[src/rtl/instruction_fetch_unit.sv]
// Fetch stage: owns the PC, reads instruction memory and queues {pc, word} pairs for decode.
// Optional build macro IFU_STALL_COUNTER_EN adds a stall_count output counting backpressure-blocked cycles.
module instruction_fetch_unit #(
    parameter logic [31:0] RESET_PC  = 32'h0000_0000,
    parameter int unsigned BUF_DEPTH = 2
) (
    input  logic        clk,
    input  logic        reset,
    output logic [31:0] imem_addr,
    input  logic [31:0] imem_data,
    input  logic        redirect_valid,
    input  logic [31:0] redirect_pc,
    output logic        inst_valid,
    input  logic        inst_ready,
    output logic [31:0] inst,
    output logic [31:0] inst_pc,
    output logic [31:0] inst_pc_plus4
`ifdef IFU_STALL_COUNTER_EN
    ,
    output logic [31:0] stall_count
`endif
);

    localparam int unsigned      PTR_W   = $clog2(BUF_DEPTH);
    localparam int unsigned      CNT_W   = PTR_W + 1;
    localparam logic [CNT_W-1:0] DEPTH_C = CNT_W'(BUF_DEPTH);
    localparam logic [CNT_W-1:0] CNT_ONE = CNT_W'(1);
    localparam logic [PTR_W-1:0] PTR_ONE = PTR_W'(1);

    logic [31:0]      pc_r;
    logic [PTR_W-1:0] head_r;
    logic [PTR_W-1:0] tail_r;
    logic [CNT_W-1:0] count_r;
    logic [31:0]      buf_inst_r [BUF_DEPTH];
    logic [31:0]      buf_pc_r   [BUF_DEPTH];

    logic valid_s;
    logic full_s;
    logic pop_s;
    logic push_s;

    assign imem_addr  = pc_r;
    assign inst_valid = valid_s;

    // Handshake decode: a full buffer may still accept a word when the head leaves this cycle.
    always_comb begin
        valid_s = (count_r != '0);
        full_s  = (count_r == DEPTH_C);
        pop_s   = valid_s & inst_ready;
        push_s  = ~redirect_valid & (~full_s | pop_s);
    end

    // Head presentation; empty buffer reads as zero so stale entries never leak.
    always_comb begin
        if (valid_s) begin
            inst          = buf_inst_r[head_r];
            inst_pc       = buf_pc_r[head_r];
            inst_pc_plus4 = buf_pc_r[head_r] + 32'd4;
        end else begin
            inst          = 32'h0000_0000;
            inst_pc       = 32'h0000_0000;
            inst_pc_plus4 = 32'h0000_0000;
        end
    end

    // PC, pointers and occupancy; reset beats redirect, redirect beats push/pop.
    always_ff @(posedge clk) begin
        if (reset) begin
            pc_r    <= RESET_PC;
            head_r  <= '0;
            tail_r  <= '0;
            count_r <= '0;
        end else if (redirect_valid) begin
            pc_r    <= redirect_pc & 32'hFFFF_FFFC;
            head_r  <= '0;
            tail_r  <= '0;
            count_r <= '0;
        end else begin
            if (push_s) begin
                tail_r <= tail_r + PTR_ONE;
                pc_r   <= pc_r + 32'd4;
            end
            if (pop_s) begin
                head_r <= head_r + PTR_ONE;
            end
            case ({push_s, pop_s})
                2'b10:   count_r <= count_r + CNT_ONE;
                2'b01:   count_r <= count_r - CNT_ONE;
                default: count_r <= count_r;
            endcase
        end
    end

    // Entry storage needs no reset: occupancy gates every read.
    always_ff @(posedge clk) begin
        if (push_s && !reset) begin
            buf_inst_r[tail_r] <= imem_data;
            buf_pc_r[tail_r]   <= pc_r;
        end
    end

`ifdef IFU_STALL_COUNTER_EN
    logic [31:0] stall_count_r;
    assign stall_count = stall_count_r;

    // Counts cycles where a full buffer blocked fetch; survives redirects.
    always_ff @(posedge clk) begin
        if (reset) begin
            stall_count_r <= 32'h0000_0000;
        end else if (full_s && !pop_s && !redirect_valid) begin
            stall_count_r <= stall_count_r + 32'd1;
        end else begin
            stall_count_r <= stall_count_r;
        end
    end
`endif

endmodule

[config.mk]
export PLATFORM = sky130hd
export DESIGN_NAME = instruction_fetch_unit
export DESIGN_NICKNAME = d
export VERILOG_FILES = /design/src/rtl/instruction_fetch_unit.sv
export SDC_FILE = /design/constraint.sdc
export NUM_CORES = 1
export LEC_CHECK = 0
export BUFFER_PORTS_ARGS = -buffer_cell sky130_fd_sc_hd__buf_2
export CAP_MARGIN = 10
export CORE_UTILIZATION = 55
export CTS_BUF_LIST = sky130_fd_sc_hd__clkbuf_8
export CTS_CLUSTER_DIAMETER = 30
export DETAILED_ROUTE_END_ITERATION = 7
export GPL_ROUTABILITY_DRIVEN = 0
export PLACE_DENSITY = 0.82
export SLEW_MARGIN = 30
export SYNTH_ARGS = -nofsm -noshare
export SYNTH_HDL_FRONTEND = slang
export SYNTH_SLANG_ARGS = --single-unit
[constraint.sdc]
create_clock -name clk -period 10.5 [get_ports clk]
set_clock_uncertainty 0.2 [all_clocks]
set_input_delay 1.575 -clock clk [delete_from_list [all_inputs] [get_ports clk]]
set_output_delay 1.575 -clock clk [all_outputs]
set_load 0.05 [all_outputs]
# After elaboration in Yosys (flattened, before gate mapping)
# Memory sizes are Yosys's and may differ from the RTL's. A register that Yosys moved wholly into a read port is not among the register bits.
# Index checks and enable logic that the tools add are counted.
[classes]
n_addsub = 6
eq_ne = 3
mux = 12
bitwise_logic = 5
reduce_logical = 6
[ops]
columns = ["op", "count"]
rows = [
  ["32-bit two-way mux", 5],
  ["32-bit by 3-bit adder with 32-bit output, second input constant", 2],
  ["1-bit two-way mux", 6],
  ["2-bit nonzero test", 3],
  ["2-bit equality test, second input constant", 2],
  ["2-bit one-hot mux with 2 select lines", 1],
  ["1-bit adder, second input constant", 2],
  ["2-bit by 1-bit adder with 2-bit output, second input constant", 1],
  ["1-bit AND", 2],
  ["2-bit by 1-bit equality test with 1-bit output, second input constant", 1],
  ["1-bit inverter", 2],
  ["2-bit OR reduction", 1],
  ["2-bit by 1-bit subtractor with 2-bit output, second input constant", 1],
  ["1-bit logical AND", 1],
  ["1-bit logical NOT", 1],
  ["1-bit OR", 1],
]
[totals]
mem_bits_rw = 128
output_inout_bits = 129
elab_cells = 39
register_bits = 36
n_memories = 2
[mem_list]
columns = ["name", "words", "width", "read_ports", "rd_clocked_by_memory_dff", "wr", "line_no", "rtl"]
rows = [
  ["buf_inst_r", 2, 32, 1, 1, 1, "34", "logic [31:0] buf_inst_r [BUF_DEPTH];"],
  ["buf_pc_r", 2, 32, 1, 1, 1, "35", "logic [31:0] buf_pc_r [BUF_DEPTH];"],
]

# Longest topological paths before layout
[logic_depth]
ltp_word = 7
depth_mapped = 12
mapped_depth_nobuf = 8

# Worst setup path before layout
# No wires, ideal clock.
[synth_path]
path_type = "input port to flip-flop"
start = "input redirect_valid"
end = "memory buf_inst_r[1][0] (enable)"
setup_time_ns = 0.657
path_stages = 2
setup_slack_ns = 1.383
arrival_ns = 8.261
path_cell_list = "clkbuf_1 > nor4b_1"
[synth_between]
elab_chain_cells = 5
[synth_rtl]
columns = ["element", "line_no", "rtl"]
rows = [
  ["from (decl)", "11", "input logic redirect_valid,"],
  ["1-bit inverter", "50", "push_s = ~redirect_valid & (~full_s | pop_s);"],
  ["1-bit AND", "50", ""],
  ["1-bit logical AND", "96", "if (push_s && !reset) begin"],
  ["1-bit two-way mux", "96", ""],
  ["1-bit two-way mux (not written as such)", "97", "buf_inst_r[tail_r] <= imem_data;"],
  ["to (decl)", "34", ""],
]
# No other way between the ends.

==> summary.md <==
| Metric | Value |
|---|---|
| Status | finished, final reports clean |
| CTS tree | done |
| Clock Root Buffer | clkbuf_8 |
| All-Layer GR Usage | 0.238 |
| Core ar. | 13200 µm² |
| Total grt overflow | 0 |
| FF+latch area | 4430 µm² |
| H-tree depth | 4 |
| Commonest cells after routing, fill and taps aside | buf_2 (188), edfxtp_1 (124), nor2_1 (106) |
| Synth async-reset ratio | 0 |
| DR iter-0 viols | 360 |
| CTS max path bufs | 2 |
| WL per Instance | 16.4 µm |
| Multi-input logic area | 2830 µm² |
| Residual DRC | 0 |
| Setup Viol. Count Final | 0 |
| Top Metal Used | met4 |
| Reg2reg end | count_r[1] |
| Worst setup endpoint | inst_pc_plus4[30] |
| Met3 WL | 962 µm |
| Synthesized flop and latch total | 159 |
| Fmax | 185 MHz |
| Min Tclk post-route | 5.41 ns |
| Global-route wire length before repair | between 20 and 30 mm |
| Cts repair resizes | 0 |
| Die height | about 120 µm |
| Largest net degree at the start of global routing | 82 |
| Clock buffer count from CTS | 17 |
| Register area share after synthesis | 0.596 |
| Max_cap viols | 0 |
| Vias | 5478 |
| Post-Route M1 WL | 7.12 mm |
| Clock Sinks | 159 |
| I/O pin count | 197 |
| Final wirelength | 16.2 mm |
| VDD IR max | between 70 and 80 µV |
| RR Startpoint | count_r[0] |
| IO buf count | 188 |
| Vias in the first global route | 5198 |
| Layout cell share with drive strength beyond 1 | 0.301 |
| Fin. Hold Viols | 0 |
| Fillers | 999 |
| Worst Tran Pin Value | roughly 0.9 ns |
| Row count | 42 |
| Commonest non-fill, non-tap cell in the layout | buf_2 |
| Worst Setup End Kind | primary output |
| Synthesized instance count | 622 |
| Crit path DAT | 3.63 ns |
| Flop2flop setup slack | 7.51 ns |
| Hold WC Path Type | reg2reg |
| Syn_area_per_cell | between 10 and 15 µm² |
| Max transition margin | 0.413 |
| Synthesized cell area | roughly 7400 µm² |
| Post-route setup TNS | 0 ns |
| Nets | about 870 |
| Worst Setup Start Kind | flop |
| Die Footprint | 14000 µm² |
| Number of synthesis warnings | 0 |
| Area growth from synthesis to layout | 18.6% |
| R2R cell count | 8 |
| Post-synth top area share | 0.501 |
| Final non-filler cell area | 8810 µm² |
| Wire length on met2 | approximately 7.8 mm |
| EDFF count, synth | 124 |
| Crit Path Class | reg2out |
| Power Density | approximately 150 nW/µm² |
| First drt pass iteration count | 5 |
| Final Slew Violations | 0 |
| CTS clk-pin slew, worst paths | about 0.08 ns |
| Worst EP required | 8.73 ns |
| Initial Util | 0.563 |
| Final period util | 0.515 |
| N_diodes | 0 |
| Post-DP Area | about 8500 µm² |
| Post-CTS Hold Buffers | 0 |
| HPWL after detailed placement | 11.2 mm |
| Post-route ant nets | 0 |
| Worst-Skew Late Latency | 0.44 ns |
| Chip Width | 118 µm |
| Via density | 5.55 |
| # Post-CTS Setup Buffers | 0 |
| Setup repair after global routing missed its margin | false |
| Initial antenna violation count | 0 |
| Leading area contributor after synthesis | edfxtp_1 |
| Crit-path max FO | 74 |
| Yosys cell types | 59 |
| Leakage power | 3.37 nW |
| Top cells by area, synth | edfxtp_1 (50%), dfxtp_1 (9.4%), mux2i_1 (8.1%) |
| Main flop type after synthesis | edfxtp_1 |
[worst max-delay path: stages, from the launching register on]
cell	delay, ns
dfxtp_4	0.47
buf_6	0.62
nand3_1	0.19
a22oi_1	0.35
nand4_1	0.52
nor4_1	0.42
mux2_2	0.37
buf_2	0.21
[cell type report]
cell class | count | share of cell area
Sequential cell | 159 | 0.503
Clock buffer | 17 | 0.0266
Clock inverter | 15 | 0.0122
Multi-Input combinational cell | 424 | 0.321
Inverter | 4 | 0.00170
Timing Repair Buffer | 192 | 0.111
Tap cell | 176 | 0.0250
[where the power goes]
part           total [mW]  switching (mW)  internal, mW
logic               0.232           0.174        0.0575
clock network       0.391           0.209         0.182
registers           0.729          0.0229         0.706
total                1.35           0.406         0.945
[routing by layer]
layer  up-vias  global-route usage
met5         -                   0
met4         0               0.107
met3        31              0.0468
met2       222               0.386
met1      2586               0.310
li1       2639                   -
[synth_stat cells (4+ instances only)]
cell type	n
buf_2	10
edfxtp_1	124
xor2_1	23
nand3_1	18
buf_4	8
a21oi_1	8
o31ai_1	4
dfxtp_1	35
o31a_1	5
nor3_1	17
nor2_1	107
nand3b_1	6
mux2_2	5
xnor2_1	19
mux2i_1	60
nand2b_1	4
o21ai_0	8
nand2_1	31
clkbuf_1	18
nand4_1	17
and2_1	8
nor4_1	6
a211oi_1	25
[through the flow]
stage	total power, mW	std cells	setup slack (ns)	hold WS (ns)	utilization
final	1.35	987	5.09	0.328	0.668
after global routing	1.40	987	4.79	0.343	0.668
after CTS	1.36	987	4.79	0.325	0.668
after detailed placement	0.974	955	5.31	0.296	0.642
after global placement	0.967	955	5.36	0.304	0.641
after floorplan	0.915	627	1.38	0.320	-
[cell families (layout without fill, tap and decap cells)]
kind of cell / Yosys count / count (layout) / synth area share
simple gates: 241 / 241 / 0.165
flops: 159 / 159 / 0.596
compound gates: 67 / 67 / 0.0654
mux: 65 / 65 / 0.0884
buf+inv: 44 / 228 / 0.0305
xor+xnor: 42 / 42 / 0.0495
fa+ha+maj: 3 / 3 / 0.00505
other cells: 1 / 6 / 0.000505
[how the worst min path moves through the flow]
stage | from | to | slack [ns] | cells after the start
6_report | imem_addr[31] | buf_pc_r[0][31] | 0.33 | 0
5_1_grt | imem_addr[31] | buf_pc_r[0][31] | 0.34 | 0
4_1_cts | imem_addr[31] | buf_pc_r[0][31] | 0.32 | 0
3_5_place_dp | imem_addr[31] | buf_pc_r[1][31] | 0.30 | 0
3_3_place_gp | imem_addr[31] | buf_pc_r[0][31] | 0.30 | 0
2_1_floorplan | head_r | flop | 0.32 | 2
[flip-flops by register name, indices dropped and copies added, names as in the netlist, named ones only]
register,cells
tail_r,1
imem_addr,30
buf_inst_r,64
count_r,2
buf_pc_r,60
head_r,1
Note: power is estimated with default switching activity, not from simulation.
